### src/rtl/sync_pulse_tx_pkg.sv
// Shared definitions for the pulse transmitter of the asynchronous
// edge-detect link: state encodings, default timing for the 50 ns transmit
// clock against a receiver clock of up to 128 ns, and a small helper.
package sync_pulse_tx_pkg;

  // Pulse-line sequencer states.
  typedef enum logic [1:0] {
    ST_IDLE = 2'd0,
    ST_HIGH = 2'd1,
    ST_LOW  = 2'd2
  } state_t;

  // 3 x 50 ns = 150 ns, which covers one 128 ns receiver period plus margin,
  // so the receiver samples every high and every low phase at least once.
  localparam int DEF_HIGH_CYCLES = 3;
  localparam int DEF_LOW_CYCLES  = 3;
  localparam int DEF_PEND_W      = 4;

  // Larger of two integers; used to size the shared phase timer.
  function automatic int max_int(input int a, input int b);
    return (a > b) ? a : b;
  endfunction

endpackage

### src/rtl/sync_pulse_tx_cnt.sv
// Saturating up/down counter holding the number of queued strobes.
// Simultaneous inc and dec cancel out; inc at the maximum value is ignored
// (the caller flags that as a dropped strobe), and dec at zero is ignored.
module sync_pulse_tx_cnt #(
  parameter int W = 4
) (
  input  logic         clk,
  input  logic         rst_n,
  input  logic         inc,
  input  logic         dec,
  output logic [W-1:0] count,
  output logic         at_max
);

  assign at_max = &count;

  // Count register with synchronous clear.
  always_ff @(posedge clk) begin
    // NOTE: sequential state uses non-blocking assignments so every flop
    // samples pre-edge values regardless of block ordering.
    if (!rst_n) begin
      count <= '0;
    end else if (inc && !dec && !at_max) begin
      count <= count + 1'b1;
    end else if (dec && !inc && (count != '0)) begin
      count <= count - 1'b1;
    end
  end

endmodule

### src/rtl/sync_pulse_tx.sv
// Transmit side of the asynchronous edge-detect link. Each accepted strobe
// becomes one HIGH phase of HIGH_CYCLES followed by a LOW phase of at least
// LOW_CYCLES on ASYNC_OUT. Strobes arriving while a pulse is in flight are
// counted and replayed back to back; the line itself is driven by a flop.
module sync_pulse_tx
  import sync_pulse_tx_pkg::*;
#(
  parameter int HIGH_CYCLES = DEF_HIGH_CYCLES,
  parameter int LOW_CYCLES  = DEF_LOW_CYCLES,
  parameter int PEND_W      = DEF_PEND_W
) (
  input  logic              SYNC_CLK_IN,
  input  logic              RST_N_IN,
  input  logic              PULSE_IN,
  output logic              ASYNC_OUT,
  output logic              BUSY_OUT,
  output logic [PEND_W-1:0] PEND_OUT,
  output logic              OVERFLOW_OUT
);

  localparam int TMAX = max_int(HIGH_CYCLES, LOW_CYCLES);
  localparam int TW   = $clog2(TMAX + 1);

  localparam logic [TW-1:0] HIGH_LOAD = TW'(HIGH_CYCLES - 1);
  localparam logic [TW-1:0] LOW_LOAD  = TW'(LOW_CYCLES - 1);

  state_t        state_q;
  logic [TW-1:0] timer_q;

  logic pend_nz;
  logic req;
  logic final_low;
  logic launch;
  logic cnt_inc;
  logic cnt_dec;
  logic cnt_at_max;
  logic drop;

  // Launch decision and queue accounting for the current cycle.
  always_comb begin
    // NOTE: every signal gets a default first so no path leaves it unassigned,
    // which would otherwise infer a latch.
    pend_nz   = 1'b0;
    req       = 1'b0;
    final_low = 1'b0;
    launch    = 1'b0;
    cnt_inc   = 1'b0;
    cnt_dec   = 1'b0;
    drop      = 1'b0;

    pend_nz   = (PEND_OUT != '0);
    req       = PULSE_IN | pend_nz;
    final_low = (state_q == ST_LOW) && (timer_q == '0);
    launch    = req && ((state_q == ST_IDLE) || final_low);

    // A launch consumes a queued strobe if there is one, otherwise the
    // incoming strobe itself; any strobe not consumed joins the queue.
    cnt_dec   = launch && pend_nz;
    cnt_inc   = PULSE_IN && !(launch && !pend_nz);
    drop      = cnt_inc && !cnt_dec && cnt_at_max;
  end

  // Pulse sequencer: state, phase timer and the registered line outputs.
  always_ff @(posedge SYNC_CLK_IN) begin
    if (!RST_N_IN) begin
      state_q   <= ST_IDLE;
      timer_q   <= '0;
      ASYNC_OUT <= 1'b0;
      BUSY_OUT  <= 1'b0;
    end else if (launch) begin
      state_q   <= ST_HIGH;
      timer_q   <= HIGH_LOAD;
      ASYNC_OUT <= 1'b1;
      BUSY_OUT  <= 1'b1;
    end else begin
      case (state_q)
        ST_IDLE: begin
          ASYNC_OUT <= 1'b0;
          BUSY_OUT  <= 1'b0;
        end
        ST_HIGH: begin
          if (timer_q == '0) begin
            state_q   <= ST_LOW;
            timer_q   <= LOW_LOAD;
            ASYNC_OUT <= 1'b0;
          end else begin
            timer_q <= timer_q - 1'b1;
          end
        end
        ST_LOW: begin
          // Final LOW cycle without a request falls back to IDLE.
          if (timer_q == '0) begin
            state_q  <= ST_IDLE;
            BUSY_OUT <= 1'b0;
          end else begin
            timer_q <= timer_q - 1'b1;
          end
        end
        default: begin
          state_q   <= ST_IDLE;
          timer_q   <= '0;
          ASYNC_OUT <= 1'b0;
          BUSY_OUT  <= 1'b0;
        end
      endcase
    end
  end

  // Sticky flag: a strobe was lost because the queue was full.
  always_ff @(posedge SYNC_CLK_IN) begin
    if (!RST_N_IN) begin
      OVERFLOW_OUT <= 1'b0;
    end else if (drop) begin
      OVERFLOW_OUT <= 1'b1;
    end
  end

  sync_pulse_tx_cnt #(
    .W (PEND_W)
  ) u_pend_cnt (
    .clk    (SYNC_CLK_IN),
    .rst_n  (RST_N_IN),
    .inc    (cnt_inc),
    .dec    (cnt_dec),
    .count  (PEND_OUT),
    .at_max (cnt_at_max)
  );

endmodule
### config.mk
export PLATFORM = sky130hd
export DESIGN_NAME = sync_pulse_tx
export DESIGN_NICKNAME = d
export VERILOG_FILES = /design/src/rtl/sync_pulse_tx_pkg.sv /design/src/rtl/sync_pulse_tx_cnt.sv /design/src/rtl/sync_pulse_tx.sv
export SDC_FILE = /design/constraint.sdc
export NUM_CORES = 1
export LEC_CHECK = 0
export BUFFER_PORTS_ARGS = -buffer_cell sky130_fd_sc_hd__buf_4
export CORE_AREA = 2 2 39 41
export DETAILED_ROUTE_END_ITERATION = 8
export DIE_AREA = 0 0 41 43
export GPL_TIMING_DRIVEN = 0
export PLACE_DENSITY = 0.75
export SETUP_SLACK_MARGIN = 0.05
export SYNTH_ARGS = -nofsm -noshare
export SYNTH_HDL_FRONTEND = slang
export SYNTH_SLANG_ARGS = --single-unit
### constraint.sdc
create_clock -name SYNC_CLK_IN -period 4.4 [get_ports SYNC_CLK_IN]
set_input_delay 0.44 -clock SYNC_CLK_IN [delete_from_list [all_inputs] [get_ports SYNC_CLK_IN]]
set_output_delay 0.44 -clock SYNC_CLK_IN [all_outputs]
set_load 0.01 [all_outputs]
==> results of run 1 <==
==> through the flow <==
step / total power (W) / instance area (sq um) / hold slack, ns / worst slack [ns]
3_5_place_dp: 0.000587 / 791 / 0.451 / 1.79
2_1_floorplan: 0.000487 / 711 / 0.445 / 2.01
4_1_cts: 0.000655 / 817 / 0.460 / 1.76
6_report: 0.000653 / 817 / 0.457 / 1.75
5_1_grt: 0.000714 / 817 / 0.465 / 1.53
3_3_place_gp: 0.000576 / 791 / 0.449 / 1.82
==> area by class of cell <==
class | instances | area share
repair buffers | 8 | 0.0735
flip-flops and latches | 11 | 0.270
multi-input cells | 57 | 0.541
inverters | 8 | 0.0368
plain buffers | 2 | 0.0230
clock buffers | 4 | 0.0322
well taps | 16 | 0.0245
==> Yosys cell counts, types with 2 or more instances <==
cell type  instances  area share
dfxtp_1           11        0.31
a21o_2             2       0.025
o21ai_0            6       0.042
ha_1               7        0.12
nand2_1            6       0.032
nor2_1             4       0.021
inv_1              8       0.042
nand2b_1           2       0.018
nand4_1            2       0.018
mux2i_1            2       0.028
a21o_1             2       0.021
a21oi_1            5       0.035
==> sequential cells by signal (all words and copies together) (netlist names) <==
register / cells
ASYNC_OUT: 1
BUSY_OUT: 1
OVERFLOW_OUT: 1
state_q: 2
timer_q: 2
u_pend_cnt.count: 4
==> worst reg2reg max path, stage by stage, from the launching register on <==
cell and delay [ns]:
dfxtp_1 0.35, inv_1 0.07, ha_1 0.28, a21oi_4 0.28
and3_4 0.22, buf_6 0.12, inv_1 0.09, ha_1 0.28
a21o_2 0.23, a2111oi_0 0.40, mux2i_1 0.16, o311ai_2 0.09
==> path summary, 6_finish.rpt <==
path / slack, ns / startpoint / endpoint
max: 1.75 / state_q[0] / u_pend_cnt.count[3]
min: 0.46 / BUSY_OUT / BUSY_OUT
max reg2reg: 1.75 / state_q[0] / u_pend_cnt.count[3]
min reg2reg: 0.46 / BUSY_OUT / BUSY_OUT
==> power breakdown <==
| part | total (W) | leakage, nW | switching [W] | internal (W) |
|---|---|---|---|---|
| Combinational | 0.000399 | 0.250 | 0.000207 | 0.000192 |
| Sequential | 0.000187 | 0.0907 | 0.0000450 | 0.000142 |
| Clock | 0.0000676 | 0.0150 | 0.0000326 | 0.0000350 |
==> routing by layer <==
| layer | vias up | share of wire |
|---|---|---|
| li1 | 301 | - |
| met1 | 267 | 0.46 |
| met2 | 9 | 0.50 |
| met3 | 4 | 0.020 |
| met4 | 0 | 0.021 |
| met5 | - | 0 |
==> cells by family (layout without fill, tap and decap cells) <==
family,after synthesis,in the layout,share of synthesized area
AOI/OAI and AO/OA,24,24,0.250
xor gates and xnor gates,1,1,0.0123
adders and majority gates,8,8,0.151
buffers and inverters,10,22,0.0687
DFF,11,11,0.310
muxes,2,2,0.0282
and+or+nand+nor,22,22,0.180
==> results.ini, run 1 <==
[run_status]
outcome = completed

[cells_and_area]
final_common_cell = dfxtp_1
fill_cells = 128
seq_area_sq_um = 220
layout.nets = 102
final_util = 0.590
area_growth_pct = 15.0
drive_gt1_frac = 0.233
final_cell_mix = 11 x dfxtp_1, 9 x buf_4, 8 x inv_1
instances_no_fill = 106
multi_input_area_sq_um = 442
num_antenna_cells = 0

[yosys]
synth.distinct_cells = 33
ys_async_sr_fraction = 0
synth_fp_nets = 89
seq_area_frac_synth = 0.310
synth_edf_count = 0
syn_inst = 78
ys.flop_type = dfxtp_1
synth_area_sq_um = 711
ys_ff_latch = 11
yosys_warnings = 0
avgSynthCellArea_sq_um = 9.11

[detailed_routing]
viasPerCell = 5.48
routed_wl_um = 1250
firstDrtPassIters = 1
dr.first_iter.drc_count = 0
drtAntennaViolNets = 0
post-route-drc-count = 0
vias = 581
avgRoutedWirePerCell_um = 11.8

[clock_network]
post_cts_buffers = 0
cts_buffer_depth = 2
htreeDepth = 1
numCtsBuffers = 3
numClockSinks = 11
cts_root_buf = clkbuf_4
postCtsResizedCells = 0
postCtsHoldBufs = 0
clk_pin_slew_ns = 0.07
cts_tree = yes
worst_skew_pair.late_latency_ns = 0.26

[hold_path]
hold_class = reg -> reg
min_path_cells = 2

[power_and_ir_drop]
p_per_area_mw_per_mm2 = 799
vdd_ir_drop_max_mv = 0.369
leakage_nw = 0.355

[global_routing]
grt_pass1_vias = 516
grt_pass1_wl_um = 2120
busiest_layer = met2
met1_usage = 0.227
overflow = 0
grt_antenna_before_repair = 0
met2_usage = 0.272
grtUsageMet3 = 0.0157
grt_use_total = 0.176
grt_max_degree = 10

[critical_path]
cp-start-kind = flip-flop
path_buf_inv = 3
cp-end-kind = flip-flop
critPathTopFamily = compound AO/OA/AOI/OAI gates
path_depth = 11
cpMaxStageDelayCell = a2111oi_0
reg2reg_depth = 11
worstPathRequired_ns = 4.58
slowest_delay_ns = 0.40
cp_max_fo = 8
setup.worst_path.class = reg -> reg
worstPathCellList = inv_1 > ha_1 > a21oi_4 > and3_4 > buf_6 > inv_1 > ha_1 > a21o_2 > a2111oi_0 > mux2i_1 > o311ai_2
arrival_ns = 2.83

[place]
dp_hpwl_um = 957
place_congestion = 0.715
placed_cells = 102
port_buffers = 8

[sta]
slew_viol_final = 0
worst_slew_pin_slew_ns = 0.431
finalSetupViolCount = 0
final.period_utilization = 0.603
hold_viol_final = 0
fin_skew_ns = 0.00287
fin_crit_ns = 2.65
slew_headroom = 0.710
finalSetupTns_ns = 0
rsz0062_at_grt = false
timing.fmax_mhz = 377

[die]
die_y_um = 43
initial_core_util = 0.514
row_count = 14
die-area_sq_mm = 0.00176
die_w_um = 41
core_sq_mm = 0.00138
top_level_ports = 10

[run]
cap_viol_max_count = 0

(Power assumes the default switching activity.)
==> inputs of run 2 (changes only) <==
- CORE_AREA: 2 2 39 41 -> not set
- CORE_MARGIN: not set -> 2
- CORE_UTILIZATION: not set -> 48
- DIE_AREA: 0 0 41 43 -> not set
- PLACE_DENSITY: 0.75 -> 0.71
- clock period: 4.4 -> 2.4 ns (I/O delays scaled with it)
==> results.ini, run 2 (synthesis results as in run 1) <==
[detailed_routing]
post-route-drc-count = 0  ; unchanged
drtAntennaViolNets = 0  ; unchanged
top_layer = met4
viasPerCell = 5.60  ; +2.1%
firstDrtPassIters = 4  ; +3
wl_met2_um = 619  ; -0.48%
dr.first_iter.drc_count = 15  ; +15
wl_met3_um = 61  ; +140%
avgRoutedWirePerCell_um = 13.0  ; +10%
m1WireLength_um = 704  ; +21%
vias = 599  ; +3.1%
routed_wl_um = 1390  ; +11%

[critical_path]
setup.worst_path.class = reg -> reg
worstPathRequired_ns = 2.59  ; -1.99 ns
arrival_ns = 2.43  ; -0.40 ns
cp_max_fo = 7  ; -1
cp-end-kind = flip-flop
reg2reg_depth = 11  ; unchanged
cp-start-kind = flip-flop
r2r_end = u_pend_cnt.count[3]
r2r_slack_ns = 0.16  ; -1.59 ns
crit-reg2reg-launch = timer_q[1]

[hold_path]
min_from = RST_N_IN
min_path_cells = 2  ; unchanged
hold_class = in -> reg
hold_end = OVERFLOW_OUT

[run]
cap_viol_max_count = 0  ; unchanged

[clock_network]
numClockSinks = 11  ; unchanged
cts_tree = yes
clk_pin_slew_ns = 0.07  ; about the same
cts_buffer_depth = 2  ; unchanged
htreeDepth = 1  ; unchanged
postCtsHoldBufs = 0  ; unchanged
numCtsBuffers = 3  ; unchanged
worst_skew_pair.late_latency_ns = 0.27  ; about the same
cts_root_buf = clkbuf_4

[cells_and_area]
layout.nets = 104  ; +2.0%
final_util = 0.662  ; +0.0713
largest_reg_flops = 4  ; unchanged
seq_area_sq_um = 225  ; +2.3%
regMostFlops = u_pend_cnt.count
reg_top3 = u_pend_cnt.count: 4 flops, state_q: 2 flops, timer_q: 2 flops
drive_gt1_frac = 0.391  ; +0.158
area_growth_pct = 25.7
num_antenna_cells = 0  ; unchanged
fill_cells = 119  ; -7.0%
instances_no_fill = 107  ; +0.94%
final_common_cell = buf_4
final_cell_mix = 11 x buf_4, 7 x dfxtp_1, 6 x nand2_1, 6 x o21ai_0, 5 x a21oi_1
multi_input_area_sq_um = 498  ; +13%

[place]
place_ws_ns = -0.129  ; -1.92 ns
port_buffers = 8  ; unchanged
placed_cells = 101  ; -0.98%
dp_hpwl_um = 1010  ; +5.3%
place_congestion = 0.794  ; +11%

[global_routing]
grt_antenna_before_repair = 0  ; unchanged
grt_use_total = 0.169  ; -0.00676
grt_pass1_vias = 506  ; -1.9%
grt_pass1_wl_um = 2220  ; +4.9%
overflow = 0  ; unchanged
grt_max_degree = 10  ; unchanged

[sta]
rsz0062_at_grt = false
hold_viol_final = 0  ; unchanged
worst_slew_pin_slew_ns = 0.419  ; -0.0123 ns
fin_skew_ns = 0.00623  ; +0.00336 ns
slew_headroom = 0.718  ; +0.00826
fin_ws_ns = 0.156  ; -1.59 ns
final.period_utilization = 0.935  ; +0.332
finalSetupTns_ns = 0  ; unchanged
fin_crit_ns = 2.24  ; -0.410 ns
hold_slack_ns = 0.252  ; -0.205 ns
finalSetupViolCount = 0  ; unchanged
slew_viol_final = 0  ; unchanged
timing.fmax_mhz = 446  ; +18%

[run_status]
outcome = completed

[die]
die_y_um = 42.5  ; -1.2%
initial_core_util = 0.526  ; +0.0129
top_level_ports = 10  ; unchanged
core_sq_mm = 0.00135  ; -2.4%
die_w_um = 42.5  ; +3.6%
row_count = 13  ; -1
die-area_sq_mm = 0.00180  ; +2.4%

[power_and_ir_drop]
leakage_nw = 0.375  ; +5.4%
p_per_area_mw_per_mm2 = 1520  ; +90%
vdd_ir_drop_max_mv = 0.915  ; +150%

==> run 2: layout make-up <==
cell class / instances / share of cell area
Multi-Input combinational cell: 57 / 0.557
Sequential cell: 11 / 0.252
Inverter: 8 / 0.0336
Clock inverter: 1 / 0.00560
Tap cell: 15 / 0.0210
Timing Repair Buffer: 10 / 0.0840
Clock buffer: 3 / 0.0252
Buffer: 2 / 0.0210
==> run 2: worst max-delay path: stages, from the launching register on <==
cell       delay, ns
dfxtp_2         0.34
inv_1           0.06
ha_4            0.18
a21oi_4         0.15
and3_4          0.19
buf_6           0.12
inv_2           0.06
ha_1            0.26
a21o_2          0.22
a2111oi_4       0.34
mux2i_1         0.14
o311ai_2        0.09
==> run 2: layer usage <==
layer / vias to the layer above / GRT usage
met3: 2 / 0.0905
met5: - / 0
met4: 0 / 0.0563
met2: 9 / 0.225
met1: 278 / 0.230
li1: 310 / -
==> run 2: how the worst max path moves through the flow <==
stage / from / end / cells after the start
final: timer_q[1] / u_pend_cnt.count[3] / 11
after global routing: timer_q[1] / u_pend_cnt.count[3] / 11
after CTS: timer_q[0] / u_pend_cnt.count[3] / 11
after detailed placement: state_q[0] / u_pend_cnt.count[3] / 11
after global placement: state_q[0] / u_pend_cnt.count[3] / 11
after floorplan: state_q[0] / u_pend_cnt.count[3] / 11
==> run 2: through the flow <==
step	cell area, sq um	total power [W]
3_3_place_gp	796	0.00107
5_1_grt	893	0.00148
4_1_cts	850	0.00127
2_1_floorplan	717	0.000902
3_5_place_dp	796	0.00109
6_report	893	0.00136
==> run 2: what timing repair did <==
| item | in CTS | in global routing |
|---|---|---|
| resized for setup | 4 | 10 |
| setup endpoints to repair | 1 | 1 |
| pin swaps | 0 | 1 |
| setup buffers | 1 | 1 |
==> run 2: where the power goes <==
| group | switching, W | leakage (nW) | total (W) | internal, W |
|---|---|---|---|---|
| Combinational | 0.000440 | 0.265 | 0.000876 | 0.000436 |
| Sequential | 0.0000959 | 0.0921 | 0.000361 | 0.000265 |
| Clock | 0.0000616 | 0.0177 | 0.000123 | 0.0000618 |
